**src/rtl/rr_arbiter_8_if.sv**
```systemverilog
// Request/grant bundle shared by the 8-way round-robin arbiter and its requesters.
// master = requester side, slave = arbiter side.
interface rr_arbiter_8_if;
   logic [7:0] req;
   logic       done;
   logic [7:0] gnt;
   logic [2:0] gnt_idx;
   logic       gnt_vld;
   logic       timeout;

   modport master (
      output req,
      output done,
      input  gnt,
      input  gnt_idx,
      input  gnt_vld,
      input  timeout
   );

   modport slave (
      input  req,
      input  done,
      output gnt,
      output gnt_idx,
      output gnt_vld,
      output timeout
   );
endinterface

```
**src/rtl/rr_arbiter_8.sv**
```systemverilog
// Round-robin arbiter for 8 requesters with hold limit and break-before-make.
// Grant is registered as one-hot plus index/enable for a 3-to-8 decoder.
module rr_arbiter_8 #(
   parameter int HOLD_MAX = 16,
   parameter int CNT_W    = 5
) (
   input  logic             clk,
   input  logic             rst_n,
   rr_arbiter_8_if.slave    bus
);

   typedef enum logic {IDLE, GRANT} state_t;

   localparam logic [CNT_W-1:0] HOLD_LAST = (HOLD_MAX == 0) ? '0 : CNT_W'(HOLD_MAX - 1);
   localparam logic [CNT_W-1:0] CNT_SAT   = '1;

   state_t           state;
   logic [2:0]       ptr;
   logic [CNT_W-1:0] cnt;
   logic [7:0]       gnt_q;
   logic [2:0]       gnt_idx_q;
   logic             gnt_vld_q;
   logic             timeout_q;

   logic             found;
   logic [2:0]       win;
   logic             rel_done;
   logic             rel_drop;
   logic             rel_hold;

   // Circular search starting at ptr; the first requester found wins.
   always_comb begin
      logic [2:0] idx;
      found = 1'b0;
      win   = ptr;
      idx   = ptr;
      for (int k = 0; k < 8; k++) begin
         idx = ptr + 3'(k);
         if (!found && bus.req[idx]) begin
            found = 1'b1;
            win   = idx;
         end
      end
   end

   assign rel_done = bus.done;
   assign rel_drop = !bus.req[gnt_idx_q];
   assign rel_hold = (HOLD_MAX != 0) && (cnt == HOLD_LAST);

   always_ff @(posedge clk) begin
      if (!rst_n) begin
         state     <= IDLE;
         ptr       <= 3'd0;
         cnt       <= '0;
         gnt_q     <= 8'd0;
         gnt_idx_q <= 3'd0;
         gnt_vld_q <= 1'b0;
         timeout_q <= 1'b0;
      end else begin
         timeout_q <= 1'b0;
         case (state)
            IDLE: begin
               if (found) begin
                  state     <= GRANT;
                  gnt_q     <= 8'd1 << win;
                  gnt_idx_q <= win;
                  gnt_vld_q <= 1'b1;
                  ptr       <= win + 3'd1;
                  cnt       <= '0;
               end
            end
            GRANT: begin
               if (rel_done || rel_drop || rel_hold) begin
                  state     <= IDLE;
                  gnt_q     <= 8'd0;
                  gnt_idx_q <= 3'd0;
                  gnt_vld_q <= 1'b0;
                  cnt       <= '0;
                  // Only flag a revocation the owner did not ask for.
                  timeout_q <= rel_hold && !rel_done && !rel_drop;
               end else if (cnt != CNT_SAT) begin
                  cnt <= cnt + 1'b1;
               end
            end
            default: state <= IDLE;
         endcase
      end
   end

   assign bus.gnt     = gnt_q;
   assign bus.gnt_idx = gnt_idx_q;
   assign bus.gnt_vld = gnt_vld_q;
   assign bus.timeout = timeout_q;

endmodule

```
**src/flat_wrapper.sv**
```systemverilog
// flat-port wrapper written by rule: the top's interface ports become plain ports
module rr_arbiter_8_flat 
#(
   parameter int HOLD_MAX = 16,
   parameter int CNT_W    = 5
)
  (clk, rst_n, bus_req, bus_done, bus_gnt, bus_gnt_idx, bus_gnt_vld, bus_timeout);
  rr_arbiter_8_if bus_i ();
  input  logic clk;
  input  logic rst_n;
  input wire logic [$bits(bus_i.req)-1:0] bus_req;
  input wire logic [$bits(bus_i.done)-1:0] bus_done;
  output wire logic [$bits(bus_i.gnt)-1:0] bus_gnt;
  output wire logic [$bits(bus_i.gnt_idx)-1:0] bus_gnt_idx;
  output wire logic [$bits(bus_i.gnt_vld)-1:0] bus_gnt_vld;
  output wire logic [$bits(bus_i.timeout)-1:0] bus_timeout;
  assign bus_i.req = bus_req;
  assign bus_i.done = bus_done;
  assign bus_gnt = bus_i.gnt;
  assign bus_gnt_idx = bus_i.gnt_idx;
  assign bus_gnt_vld = bus_i.gnt_vld;
  assign bus_timeout = bus_i.timeout;
  rr_arbiter_8 #(.HOLD_MAX(HOLD_MAX), .CNT_W(CNT_W)) u_core (.clk(clk), .rst_n(rst_n), .bus(bus_i));
endmodule
```
**config.mk**
```make
export PLATFORM = sky130hd
export DESIGN_NAME = rr_arbiter_8_flat
export DESIGN_NICKNAME = d
export VERILOG_FILES = /design/src/rtl/rr_arbiter_8_if.sv /design/src/rtl/rr_arbiter_8.sv /design/src/flat_wrapper.sv
export SDC_FILE = /design/constraint.sdc
export NUM_CORES = 1
export LEC_CHECK = 0
export BUFFER_PORTS_ARGS = -buffer_cell sky130_fd_sc_hd__buf_2
export CAP_MARGIN = 40
export CORE_MARGIN = 3
export CORE_UTILIZATION = 60
export CTS_BUF_LIST = sky130_fd_sc_hd__clkbuf_8 sky130_fd_sc_hd__clkbuf_16
export CTS_CLUSTER_DIAMETER = 120
export CTS_CLUSTER_SIZE = 20
export DETAILED_ROUTE_END_ITERATION = 12
export GPL_ROUTABILITY_DRIVEN = 0
export PLACE_DENSITY = 0.77
export SLEW_MARGIN = 5
export SYNTH_ARGS = -nofsm -noshare
export SYNTH_HDL_FRONTEND = slang
export SYNTH_SLANG_ARGS = --single-unit
```
**constraint.sdc**
```tcl
create_clock -name clk -period 7.5 [get_ports clk]
set_input_delay 1.125 -clock clk [delete_from_list [all_inputs] [get_ports clk]]
set_output_delay 1.125 -clock clk [all_outputs]
set_load 0.01 [all_outputs]
```
==> impl_metrics.csv <==
group,metric,value,unit
route,wl_per_cell,16.2,um
sta,hold_violations,0,
global_routing,grt_usage,23.1,%
critical_path,crit_required,7.69,ns
yosys,synth_edf_count,0,
yosys,synth_area,2190,um2
yosys,ys_warn_count,0,
placed_design,hpwl,3540,um
route,drtIter0Drc,180,
yosys,ys_ff_latch,22,
power_and_ir_drop,power.density,433,nW/um2
route,drtPass1Iterations,5,
sta,rsz0062_at_grt,"no",
yosys,synthFlopType,"dfxtp_1",
sta,setup_viol,0,
route,drc,0,
finish,nets,266,
die,chipHeight,66.4,um
cts,path_clk_slew,0.08,ns
sta,fmax,0.220,GHz
run_status,status,"finished, final reports clean",
critical_path,cp_max_fo,16,
die,core,3420,um2
global_routing,overflow,0,
sta,maxSlewViolCount,0,
critical_path,arrival,4.73,ns
sta,fin_ws,2.96,ns
sta,worst-slew-pin-transition,0.759,ns
min_path,min_path_type,"register to register",
cts,insertion_delay,0.26,ns
die,initial_core_util,64.0,%
sta,post-route-min-period,4.54,ns
power_and_ir_drop,ir_drop,195,uV
die,die_w,66.4,um
finish,area_delta_synth_final,6.29,%
cts,cts_sinks,22,
finish,drive_above_1_share,23.9,%
cts,htree_num_levels,1,
die,row_count,21,
sta,finClkSkew,0.00592,ns
cts,holdBufCountCts,0,
yosys,syn_area_per_cell,9.55,um2
yosys,syn_nets,250,
cts,cts_inserted_buffers,3,
critical_path,cp-start-kind,"register",
placed_design,portBuffers,23,
sta,setup_tns,0,ns
cts,cts.repair.resized,0,
global_routing,grt_start_max_net_pins,18,
sta,slew_headroom,49.4,%
route,via_per_inst,6.51,
cts,cts_tree,"built",
cts,root_buffer,"clkbuf_8",
finish,mostFrequentLayoutCell,"nand2_1",
cts,cts_buffer_depth,2,
die,ioPinCount,24,
finish,layout_common_cells,"nand2_1 (28), buf_2 (23), dfxtp_1 (22)",
power_and_ir_drop,p_leak,0.908,nW
yosys,synth_cell_types,62,
route,num_vias,1881,
sta,fin_crit_sh,60.6,%
global_routing,antenna_found_initial,0,
finish,num_antenna_cells,0,
placed_design,dp_slack,2.97,ns
route,wl,4670,um
yosys,netlist_instances,229,
die,die-area,4410,um2
critical_path,endpoint_kind,"register",
cts,cts_post_setup_buffers_inserted,0,
global_routing,grt_pass1_vias,1725,
critical_path,crit_type,"register to register",
global_routing,grt_pass1_wl,8110,um
yosys,ys_seq_area_share,20.1,%
run,cap_violations,0,
yosys,async_reset_ff_share,0,%
route,drtAntennaViolNets,0,
stage by stage:
step | utilization [%] | hold slack (ns) | instance area [um2] | power (mW) | std cells
floorplan | - | 0.453 | 2190 | 0.810 | 229
global placement | 66.4 | 0.429 | 2270 | 0.919 | 285
CTS | 68.1 | 0.447 | 2320 | 1.00 | 289
detailed placement | 66.8 | 0.436 | 2280 | 0.929 | 286
finish | 68.1 | 0.443 | 2320 | 1.01 | 289
global route | 68.1 | 0.466 | 2320 | 1.09 | 289
state kept, by name, summed over array words and instances (netlist names):
signal	count
u_core.bus.gnt	8
u_core.bus.gnt_vld	1
u_core.ptr	3
u_core.cnt	5
u_core.state	1
u_core.bus.timeout	1
u_core.bus.gnt_idx	3
Yosys cell counts, drive strengths merged (2+ instances only):
cell type  instances  share of area (%)
mux2               4                2.2
a31oi              2               0.57
inv               10                1.7
nand3              6                1.4
a21o               3                1.0
nor3               7                1.6
a21boi             4                1.4
nor2b              4                1.1
o211ai             2               0.69
o21ai              8                1.8
a21oi             11                2.7
mux4              17                 18
xnor2              4                1.6
ha                10                5.7
a311oi             2                1.1
and3               2               0.57
nor2              14                2.5
nor4               2               0.86
dfxtp             22                 20
mux2i             14                8.1
nand2b             4                1.1
clkbuf             3               0.51
nand2             29                5.1
xor2               3                1.2
a32o               5                2.3
nor3b              3                1.0
buf               10                3.7
a32oi              2                1.1
worst max-delay path: stages, from the launching register on:
cell and delay [ns]:
dfxtp_1 0.82, inv_1 0.23, ha_1 0.77, mux4_2 0.59
mux2i_1 0.38, a32oi_2 0.19, nor4_1 0.34, a2bb2oi_1 0.32
nand2b_1 0.15, ha_1 0.23, ha_1 0.27, nand2_1 0.05
a21boi_1 0.14
worst paths after layout:
check                          from                end  slack, ns  cells past startpoint
setup / recovery      u_core.ptr[0]      u_core.ptr[2]       2.96                     12
setup reg to reg      u_core.ptr[0]      u_core.ptr[2]       2.96                     12
hold reg to reg   u_core.bus.gnt[4]  u_core.bus.gnt[4]       0.44                      2
hold / removal    u_core.bus.gnt[4]  u_core.bus.gnt[4]       0.44                      2
power by group:
group / internal (mW) / leakage [nW] / switching [mW]
registers: 0.147 / 0.180 / 0.0455
clock network: 0.0358 / 0.0216 / 0.0352
logic: 0.331 / 0.707 / 0.413
logic make-up (layout without fill, tap and decap cells):
family / count (synthesis) / in the layout / share of synthesized area (%)
compound gates: 54 / 54 / 19.7
xor+xnor: 7 / 7 / 2.80
fa+ha+maj: 10 / 10 / 5.72
buf+inv: 23 / 37 / 5.89
flops: 22 / 22 / 20.1
mux: 35 / 35 / 27.9
simple gates: 78 / 78 / 17.8
layout make-up:
| type | instances | area [um2] |
|---|---|---|
| clock buffers | 3 | 41.3 |
| repair buffers | 24 | 130 |
| fillers | 279 | 1090 |
| inverters | 10 | 37.5 |
| multi-input cells | 184 | 1620 |
| flip-flops and latches | 22 | 440 |
| well taps | 46 | 57.6 |
per-layer routing:
metal,global-route usage (%),vias up,share of wire [%]
met5,0,-,0
met4,2.03,0,0.81
met3,3.57,8,6.8
met2,37.2,79,47
met1,33.9,895,45
li1,-,899,-
(Power assumes the default switching activity.)
